File: src/rtl/hw5_alu_sequencer.sv
// Command sequencer for a 16-bit four-function combinational ALU. It keeps a small register
// file and builds SUB and OR out of several primitive ALU passes, one pass per clock.
module hw5_alu_sequencer #(
    parameter int WIDTH = 16,
    parameter int NREGS = 4
) (
    input  logic                     clk,
    input  logic                     reset,
    input  logic                     cmd_valid,
    output logic                     cmd_ready,
    input  logic [2:0]               cmd_op,
    input  logic [$clog2(NREGS)-1:0] cmd_rd,
    input  logic [$clog2(NREGS)-1:0] cmd_rs1,
    input  logic [$clog2(NREGS)-1:0] cmd_rs2,
    input  logic [WIDTH-1:0]         cmd_imm,
    output logic [WIDTH-1:0]         aluin1,
    output logic [WIDTH-1:0]         aluin2,
    output logic [1:0]               alu_control,
    input  logic [WIDTH-1:0]         aluout,
    input  logic                     alu_carry,
    output logic                     rsp_valid,
    output logic [WIDTH-1:0]         rsp_data,
    output logic                     rsp_carry,
    output logic                     rsp_err
);
    localparam int IDXW = $clog2(NREGS);

    localparam logic [2:0] OP_ADD = 3'd0;
    localparam logic [2:0] OP_AND = 3'd1;
    localparam logic [2:0] OP_NOT = 3'd2;
    localparam logic [2:0] OP_SUB = 3'd3;
    localparam logic [2:0] OP_LDI = 3'd4;
    localparam logic [2:0] OP_OR  = 3'd5;

    localparam logic [1:0] ALU_ADD  = 2'd0;
    localparam logic [1:0] ALU_AND  = 2'd1;
    localparam logic [1:0] ALU_NOT  = 2'd2;
    localparam logic [1:0] ALU_ZERO = 2'd3;

    localparam logic [WIDTH-1:0] ONE = {{(WIDTH-1){1'b0}}, 1'b1};

    typedef enum logic [1:0] {
        S_IDLE,
        S_PASS,
        S_RESP
    } state_t;

    state_t            r_state;
    state_t            w_state_next;
    logic [2:0]        r_op;
    logic [IDXW-1:0]   r_rd;
    logic [WIDTH-1:0]  r_a;
    logic [WIDTH-1:0]  r_b;
    logic [WIDTH-1:0]  r_t;
    logic [WIDTH-1:0]  r_x;
    logic              r_c1;
    logic [1:0]        r_pass;
    logic [WIDTH-1:0]  r_rsp_data;
    logic              r_rsp_carry;
    logic              r_rsp_err;
    logic [WIDTH-1:0]  r_regs [NREGS];

    logic              w_accept;
    logic              w_cmd_is_alu;
    logic [1:0]        w_ctrl;
    logic [WIDTH-1:0]  w_in1;
    logic [WIDTH-1:0]  w_in2;
    logic              w_last;
    logic              w_to_x;
    logic              w_fin_carry;
    logic              w_wb_en;
    logic [IDXW-1:0]   w_wb_rd;
    logic [WIDTH-1:0]  w_wb_data;
    logic [NREGS-1:0]  w_wr_sel;

    assign w_accept     = cmd_valid && (r_state == S_IDLE);
    assign w_cmd_is_alu = (cmd_op == OP_ADD) || (cmd_op == OP_AND) || (cmd_op == OP_NOT) ||
                          (cmd_op == OP_SUB) || (cmd_op == OP_OR);

    // Per-pass ALU programme; T holds intermediates, X is only used by OR's first pass.
    always_comb begin
        w_ctrl = ALU_ZERO;
        w_in1  = '0;
        w_in2  = '0;
        w_last = 1'b0;
        w_to_x = 1'b0;
        if (r_state == S_PASS) begin
            case (r_op)
                OP_ADD: begin
                    w_ctrl = ALU_ADD; w_in1 = r_a; w_in2 = r_b; w_last = 1'b1;
                end
                OP_AND: begin
                    w_ctrl = ALU_AND; w_in1 = r_a; w_in2 = r_b; w_last = 1'b1;
                end
                OP_NOT: begin
                    w_ctrl = ALU_NOT; w_in1 = r_a; w_last = 1'b1;
                end
                OP_SUB: begin
                    case (r_pass)
                        2'd0:    begin w_ctrl = ALU_NOT; w_in1 = r_b; end
                        2'd1:    begin w_ctrl = ALU_ADD; w_in1 = r_t; w_in2 = ONE; end
                        default: begin w_ctrl = ALU_ADD; w_in1 = r_a; w_in2 = r_t; w_last = 1'b1; end
                    endcase
                end
                OP_OR: begin
                    case (r_pass)
                        2'd0:    begin w_ctrl = ALU_NOT; w_in1 = r_a; w_to_x = 1'b1; end
                        2'd1:    begin w_ctrl = ALU_NOT; w_in1 = r_b; end
                        2'd2:    begin w_ctrl = ALU_AND; w_in1 = r_x; w_in2 = r_t; end
                        default: begin w_ctrl = ALU_NOT; w_in1 = r_t; w_last = 1'b1; end
                    endcase
                end
                default: ;
            endcase
        end
    end

    // SUB's no-borrow is the OR of both increment carries: B=0 makes ~B+1 wrap.
    always_comb begin
        w_fin_carry = 1'b0;
        if (r_op == OP_ADD)
            w_fin_carry = alu_carry;
        else if (r_op == OP_SUB)
            w_fin_carry = r_c1 | alu_carry;
    end

    always_comb begin
        w_state_next = r_state;
        case (r_state)
            S_IDLE: if (w_accept) w_state_next = w_cmd_is_alu ? S_PASS : S_RESP;
            S_PASS: if (w_last)   w_state_next = S_RESP;
            S_RESP: w_state_next = S_IDLE;
            default: w_state_next = S_IDLE;
        endcase
    end

    always_comb begin
        w_wb_en   = 1'b0;
        w_wb_rd   = r_rd;
        w_wb_data = aluout;
        if (w_accept && (cmd_op == OP_LDI)) begin
            w_wb_en   = 1'b1;
            w_wb_rd   = cmd_rd;
            w_wb_data = cmd_imm;
        end else if ((r_state == S_PASS) && w_last) begin
            w_wb_en = 1'b1;
        end
    end

    genvar gi;
    generate
        for (gi = 0; gi < NREGS; gi++) begin : g_wsel
            assign w_wr_sel[gi] = w_wb_en && (w_wb_rd == IDXW'(gi));
        end
    endgenerate

    always_ff @(posedge clk) begin
        if (reset) begin
            for (int i = 0; i < NREGS; i++) r_regs[i] <= '0;
        end else begin
            for (int i = 0; i < NREGS; i++)
                if (w_wr_sel[i]) r_regs[i] <= w_wb_data;
        end
    end

    always_ff @(posedge clk) begin
        if (reset) begin
            r_state     <= S_IDLE;
            r_op        <= '0;
            r_rd        <= '0;
            r_a         <= '0;
            r_b         <= '0;
            r_t         <= '0;
            r_x         <= '0;
            r_c1        <= 1'b0;
            r_pass      <= '0;
            r_rsp_data  <= '0;
            r_rsp_carry <= 1'b0;
            r_rsp_err   <= 1'b0;
        end else begin
            r_state <= w_state_next;
            if (w_accept) begin
                r_op   <= cmd_op;
                r_rd   <= cmd_rd;
                r_a    <= r_regs[cmd_rs1];
                r_b    <= r_regs[cmd_rs2];
                r_pass <= '0;
                r_c1   <= 1'b0;
                if (!w_cmd_is_alu) begin
                    r_rsp_data  <= (cmd_op == OP_LDI) ? cmd_imm : '0;
                    r_rsp_carry <= 1'b0;
                    r_rsp_err   <= (cmd_op != OP_LDI);
                end
            end
            if (r_state == S_PASS) begin
                r_pass <= w_last ? 2'd0 : r_pass + 2'd1;
                if (w_to_x)
                    r_x <= aluout;
                else
                    r_t <= aluout;
                if ((r_op == OP_SUB) && (r_pass == 2'd1))
                    r_c1 <= alu_carry;
                if (w_last) begin
                    r_rsp_data  <= aluout;
                    r_rsp_carry <= w_fin_carry;
                    r_rsp_err   <= 1'b0;
                end
            end
        end
    end

    assign cmd_ready   = (r_state == S_IDLE);
    assign rsp_valid   = (r_state == S_RESP);
    assign rsp_data    = r_rsp_data;
    assign rsp_carry   = r_rsp_carry;
    assign rsp_err     = r_rsp_err;
    assign alu_control = w_ctrl;
    assign aluin1      = w_in1;
    assign aluin2      = w_in2;

endmodule

File: config.mk
export PLATFORM = sky130hd
export DESIGN_NAME = hw5_alu_sequencer
export DESIGN_NICKNAME = d
export VERILOG_FILES = /design/src/rtl/hw5_alu_sequencer.sv
export SDC_FILE = /design/constraint.sdc
export NUM_CORES = 1
export LEC_CHECK = 0
export CELL_PAD_IN_SITES_DETAIL_PLACEMENT = 1
export CELL_PAD_IN_SITES_GLOBAL_PLACEMENT = 2
export CORE_MARGIN = 4
export CORE_UTILIZATION = 25
export CTS_BUF_LIST = sky130_fd_sc_hd__clkbuf_8
export CTS_CLUSTER_DIAMETER = 60
export DETAILED_ROUTE_END_ITERATION = 12
export PLACE_DENSITY_LB_ADDON = 0.1
export SYNTH_ARGS = -nofsm -noshare
export SYNTH_HDL_FRONTEND = slang
export SYNTH_SLANG_ARGS = --single-unit
export TNS_END_PERCENT = 5
File: constraint.sdc
create_clock -name clk -period 3.9 [get_ports clk]
set_clock_uncertainty 0.1 [all_clocks]
set_input_delay 0.39 -clock clk [delete_from_list [all_inputs] [get_ports clk]]
set_output_delay 0.39 -clock clk [all_outputs]
set_load 0.02 [all_outputs]
==> flow_summary.toml, run 1 <==
[final_layout]
fin_util_pct = 31.5
seqCellArea_um2 = 3760
layout-drive-gt1-share_pct = 12.5
stdcell_area_um2 = 9740
n_antenna_cell = 0
multi_input_area_um2 = 3830
layout-area-overhead-vs-synth_pct = 23.2
n_fill_cell = 3558
nNetsFinal = 973

[sta]
hold_viol_final = 0
layout_setup_ws_ns = 0.245
fin_crit_sh_pct = 93.7
max_freq_ghz = 0.274
rsz0062_at_grt = "false"
finalMaxSlewViolations = 0
tns_ns = 0
finalCriticalPeriod_ns = 3.66
tightest_slew_ns = 1.02
maxSlewHeadroom_pct = 32.1
setup_viol = 0

[yosys]
ys.flop_type = "dfxtp_1"
syn_nets = 893
yosysSeqAreaShare_pct = 47.6
synth_area_leaders = "edfxtp_1 24%, dfxtp_1 23%, mux4_2 9.1%"
ys_ff_latch = 156
avgSynthCellArea_um2 = 9.37
synth_top_cell_area_share_pct = 24.3
syn-cell-area_um2 = 7900
yosysWarnings = 0
yosys.area.top_type = "edfxtp_1"
async_reset_ff_share_pct = 0
synth-edff-count = 64
yosysUniqueCellTypes = 54
synth_most_common_cell = "nand2_1"
netlist_top_cells_count = "157 x nand2_1, 96 x nor2_1, 92 x a21oi_1, 92 x dfxtp_1, 64 x edfxtp_1"
postSynthCellCount = 843

[global_routing]
met3_usage_pct = 2.78
use_met2_pct = 29.3
grt_pass1_wl_mm = 47.2
use_met1_pct = 25.7
busiest_layer = "met2"
grt_pass1_vias = 7317
antenna_found_initial = 1
track_usage_pct = 18.2
grt_max_degree = 67
grt_overflow = 0

[placement]
hpwl_mm = 23.0
portBuffers = 98
post-place-ws_ns = 0.744
placed_area_um2 = 9350
gp_congestion = 0.836

[worst_setup_path]
path_cells = "nand3b_1 -> o21ai_0 -> a22oi_1 -> a31oi_1 -> clkdlybuf4s50_1"
rr_worst_depth = 6
cp_top_family = "compound AO/OA/AOI/OAI gates"
worst-path-buf-inv = 1
worstPathMaxFanout = 16
cp_data_required_time_ns = 3.41
slowest_delay_ns = 0.71
worstSetupStartpointType = "register"
critPathKind = "register to primary output"
crit_cells = 5
end_kind = "primary output"
critPathArrivalTime_ns = 3.17
cp_slowest_cell = "o21ai_0"

[floorplanning]
ios = 99
rows = 64
die_y_um = 186
die_area_um2 = 34500
start_util_pct = 25.6
dieWidth_um = 186
core_um2 = 30900

[clock_tree]
cts_buffers = 17
post_cts_resized = 0
insertion_delay_ns = 0.45
cts.path.max_buffers = 2
tritoncts = "yes"
clock-root-buffer = "clkbuf_8"
cts-hold-fix-buffers = 0
clkTransAtPathRegs_ns = 0.11
postCtsSetupRepairBufs = 0
clock_sinks = 156
cts_max_level = 4

[drt]
avgRoutedWirePerCell_um = 23.4
drc = 0
drt_iter0_markers = 554
drtAntennaViolNets = 0
dr.pass1.iters = 6
num_vias = 6994
wl_mm = 31.2
viasPerCell = 5.25

[status]
status = "completed"

[power_and_ir_drop]
cellPowerDensity_nw_per_um2 = 374
p_leak_uw = 0.00316
peakVddDrop_mv = 0.208

[flow_run]
drv_cap = 0

[worst_hold_path]
min_path_cells = 2
holdCritPathClass = "input port to register"
## path summary, 6_finish.rpt
| path | start | endpoint | slack [ns] |
|---|---|---|---|
| hold / removal | reset | r_op[2] | 0.32 |
| hold reg to reg | r_x[7] | r_x[7] | 0.38 |
| setup / recovery | r_op[0] | aluin1[12] | 0.24 |
| setup reg to reg | r_pass[0] | r_regs[3][14] | 0.83 |
## per-layer routing
layer	vias up	part of all wire [%]
met3	29	4.3
met2	187	46
met1	3522	48
li1	3256	-
met5	-	0
met4	0	2.0
## cell families (layout without fill, tap and decap cells)
| logic type | after synthesis | after routing | synth area share, % |
|---|---|---|---|
| compound gates | 244 | 244 | 20.4 |
| fa+ha+maj | 5 | 5 | 0.792 |
| buf+inv | 77 | 170 | 4.10 |
| flops | 156 | 156 | 47.6 |
| mux | 32 | 32 | 9.12 |
| simple gates | 329 | 329 | 18.0 |
## through the flow
step,total power [uW],hold WS [ns],instances
final,3640,0.323,1332
after detailed placement,2440,0.375,1300
after global placement,2430,0.363,1300
after CTS,3690,0.280,1332
after global routing,3810,0.305,1332
after floorplan,2170,0.349,843
## final cells by class
| class | count | area share, % |
|---|---|---|
| clock buffer | 18 | 2.54 |
| inverter | 6 | 0.231 |
| timing repair buffer | 132 | 12.7 |
| sequential | 156 | 38.7 |
| clock inverter | 14 | 1.47 |
| multi-input combinational | 610 | 39.3 |
| tap | 396 | 5.09 |
## report_power, final
group	internal, uW	switching, uW
registers	1770	72.7
clock network	591	658
logic	221	327
## flip-flops by register name, indices dropped and copies added (netlist names)
| register | count |
|---|---|
| r_regs | 64 |
| r_a | 16 |
| r_b | 16 |
| r_t | 16 |
| r_x | 16 |
| rsp_data | 16 |
| r_op | 3 |
| r_pass | 2 |
| r_rd | 2 |
| r_state | 2 |
| r_c1 | 1 |
| rsp_carry | 1 |
| rsp_err | 1 |
## layout by cell type, fill, tap and decap left out, types with 2 or more instances in the layout
cell type,n
a21o_1,17
a21oi_1,92
a222oi_1,16
a22oi_1,31
a311oi_1,16
a31oi_1,2
a32oi_1,3
and2_1,2
buf_4,35
bufinv_16,2
clkbuf_8,18
clkdlybuf4s50_1,97
dfxtp_1,92
edfxtp_1,64
ha_1,5
inv_1,9
inv_6,5
mux4_2,32
nand2_1,157
nand2b_1,7
nand3_1,35
nand3b_1,5
nand4b_1,2
nor2_1,96
nor2_2,9
nor3b_1,2
o211ai_1,11
o21ai_0,35
o21ba_2,4
o22ai_1,4
or3_1,2
No activity file was read; power rests on OpenSTA's default activity.
==> inputs of run 2 (changes only) <==
--- a/config.mk
+++ b/config.mk
@@ -12,8 +12,8 @@
 export CTS_BUF_LIST = sky130_fd_sc_hd__clkbuf_8
 export CTS_CLUSTER_DIAMETER = 60
 export DETAILED_ROUTE_END_ITERATION = 12
-export PLACE_DENSITY_LB_ADDON = 0.1
+export HOLD_SLACK_MARGIN = 0.15
+export PLACE_DENSITY_LB_ADDON = 0.3
 export SYNTH_ARGS = -nofsm -noshare
 export SYNTH_HDL_FRONTEND = slang
 export SYNTH_SLANG_ARGS = --single-unit
-export TNS_END_PERCENT = 5
==> run 2 against run 1 <==
Compared with the run above:
- via count down 1.2%
- non-clock buffer count up 1
- hold slack better by 0.015 ns
- clock power about the same
- worst setup slack worse by 0.056 ns
- utilization up 0.053 points
- highest routed layer unchanged
- sequential cell count unchanged
- final cell count up 0.15%
- first-iteration DRC count down 0.90%
- critical path type unchanged
- wire length down 5.3%
- largest cell class unchanged
- final area up 0.17%
==> flow_summary.toml, run 2 (synthesis results as in run 1) <==
[sta]
fin_crit_sh_pct = 95.2
finalCriticalPeriod_ns = 3.71
finalMaxSlewViolations = 0
setup_viol = 0
whs_ns = 0.337
maxSlewHeadroom_pct = 32.5
max_freq_ghz = 0.269
hold_viol_final = 0
tightest_slew_ns = 1.01
rsz0062_at_grt = "false"
tns_ns = 0

[worst_hold_path]
hold_path.startpoint = "reset"
whs_endpoint = "r_rd[1]"
holdCritPathClass = "input port to register"
min_path_cells = 2

[final_layout]
n_fill_cell = 3543
layout-drive-gt1-share_pct = 12.8
multi_input_area_um2 = 3830
layout_commonest_cell = "nand2_1"
top_register = "r_regs"
largest_reg_flops = 64
seqCellArea_um2 = 3760
layout-area-overhead-vs-synth_pct = 23.4
final_cell_mix = "157 x nand2_1, 97 x clkdlybuf4s50_1, 96 x nor2_1"
nNetsFinal = 974

[power_and_ir_drop]
peakVddDrop_mv = 0.192
power_frac_comb_pct = 14.7
p_leak_uw = 0.00314
clock_power_share_pct = 35.0
p_sw_share_pct = 29.8
p_sw_uw = 1090
p_int_uw = 2580
cellPowerDensity_nw_per_um2 = 376
pwr-share-seq_pct = 50.2

[drt]
dr.pass1.iters = 9
drc = 0
wl_mm = 29.5
num_vias = 6908
drtAntennaViolNets = 0
viasPerCell = 5.18
avgRoutedWirePerCell_um = 22.1
drt_iter0_markers = 549

[worst_setup_path]
r2r-start = "r_pass[0]"
r2r_slack_ns = 0.92
critPathKind = "register to primary output"
critPathArrivalTime_ns = 3.22
worstPathMaxFanout = 7
reg2reg_to = "r_regs[2][15]"
end_kind = "primary output"
cp_data_required_time_ns = 3.41
rr_worst_depth = 7
worstSetupStartpointType = "register"

[floorplanning]
die_y_um = 186
dieWidth_um = 186
ios = 99
core_um2 = 30900
die_area_um2 = 34500
rows = 64
start_util_pct = 25.6

[clock_tree]
cts_max_level = 4
postCtsSetupRepairBufs = 0
insertion_delay_ns = 0.47
clkTransAtPathRegs_ns = 0.11
tritoncts = "yes"
post_cts_resized = 0
clock_sinks = 156
cts-hold-fix-buffers = 0
cts_buffers = 17
clock-root-buffer = "clkbuf_8"
cts.path.max_buffers = 2

[global_routing]
antenna_found_initial = 2
grt_pass1_vias = 7240
track_usage_pct = 17.4
grt_pass1_wl_mm = 45.6
grt_overflow = 0
grt_max_degree = 58

[placement]
portBuffers = 98
hpwl_mm = 21.2
gp_congestion = 0.769

[status]
status = "completed"

[flow_run]
drv_cap = 0
==> run 2: cell types whose count changed in the layout (fill, tap and decap cells not counted), sizes merged <==
cell      before  now
inv           15   12
buf           35   36
clkinvlp       1    4
clkinv         2    3
clkbuf        18   17
diode          0    1
==> run 2: power by group through the flow <==
| stage | registers (uW) | clock network (uW) | logic, uW |
|---|---|---|---|
| 2_1_floorplan | 1870 | 0 | 302 |
| 3_3_place_gp | 1880 | 0 | 544 |
| 3_5_place_dp | 1880 | 0 | 546 |
| 4_1_cts | 1840 | 1330 | 548 |
| 5_1_grt | 1850 | 1390 | 591 |
| 6_report | 1840 | 1280 | 541 |
==> run 2: how the worst max path moves through the flow <==
| stage | start | slack (ns) | end | cells past startpoint |
|---|---|---|---|---|
| final | r_pass[1] | 0.19 | aluin1[8] | 6 |
| after global routing | r_pass[0] | 0.03 | aluin2[6] | 8 |
| after CTS | r_pass[1] | 0.18 | aluin1[8] | 6 |
| after detailed placement | r_pass[1] | 0.72 | aluin1[8] | 6 |
| after global placement | r_pass[1] | 0.73 | aluin1[8] | 6 |
| after floorplan | r_pass[1] | 1.17 | r_regs[2][0] | 8 |
==> run 2: metrics by stage <==
step           worst slack, ns  instances  instance area, um2  total power [uW]  util (%)
6_report                 0.188       1334                9750              3670      31.5
3_5_place_dp             0.724       1301                9350              2430      30.3
4_1_cts                  0.185       1333                9750              3720      31.5
5_1_grt                 0.0298       1333                9750              3840      31.5
2_1_floorplan             1.17        843                7900              2170         -
3_3_place_gp             0.727       1301                9350              2420      30.3
==> run 2: routing by layer <==
layer  track usage (%)  part of all wire (%)
met2              27.4                    45
met4              4.58                   1.3
met5                 0                     0
met3              2.83                   4.7
met1              25.0                    49
==> run 2: critical path: stages, from the launching register on <==
cell and delay, ns:
dfxtp_1 0.45, ha_1 0.36, inv_1 0.09, o21ai_0 0.79, a21oi_1 0.16, o22ai_1 0.24
clkdlybuf4s50_1 0.66
==> run 2: layout make-up <==
class / instances / area share (%)
inverter: 6 / 0.231
timing repair buffer: 133 / 12.7
clock buffer: 17 / 2.40
clock inverter: 15 / 1.67
tap: 396 / 5.08
multi-input combinational: 610 / 39.3
sequential: 156 / 38.6
antenna: 1 / 0.0257
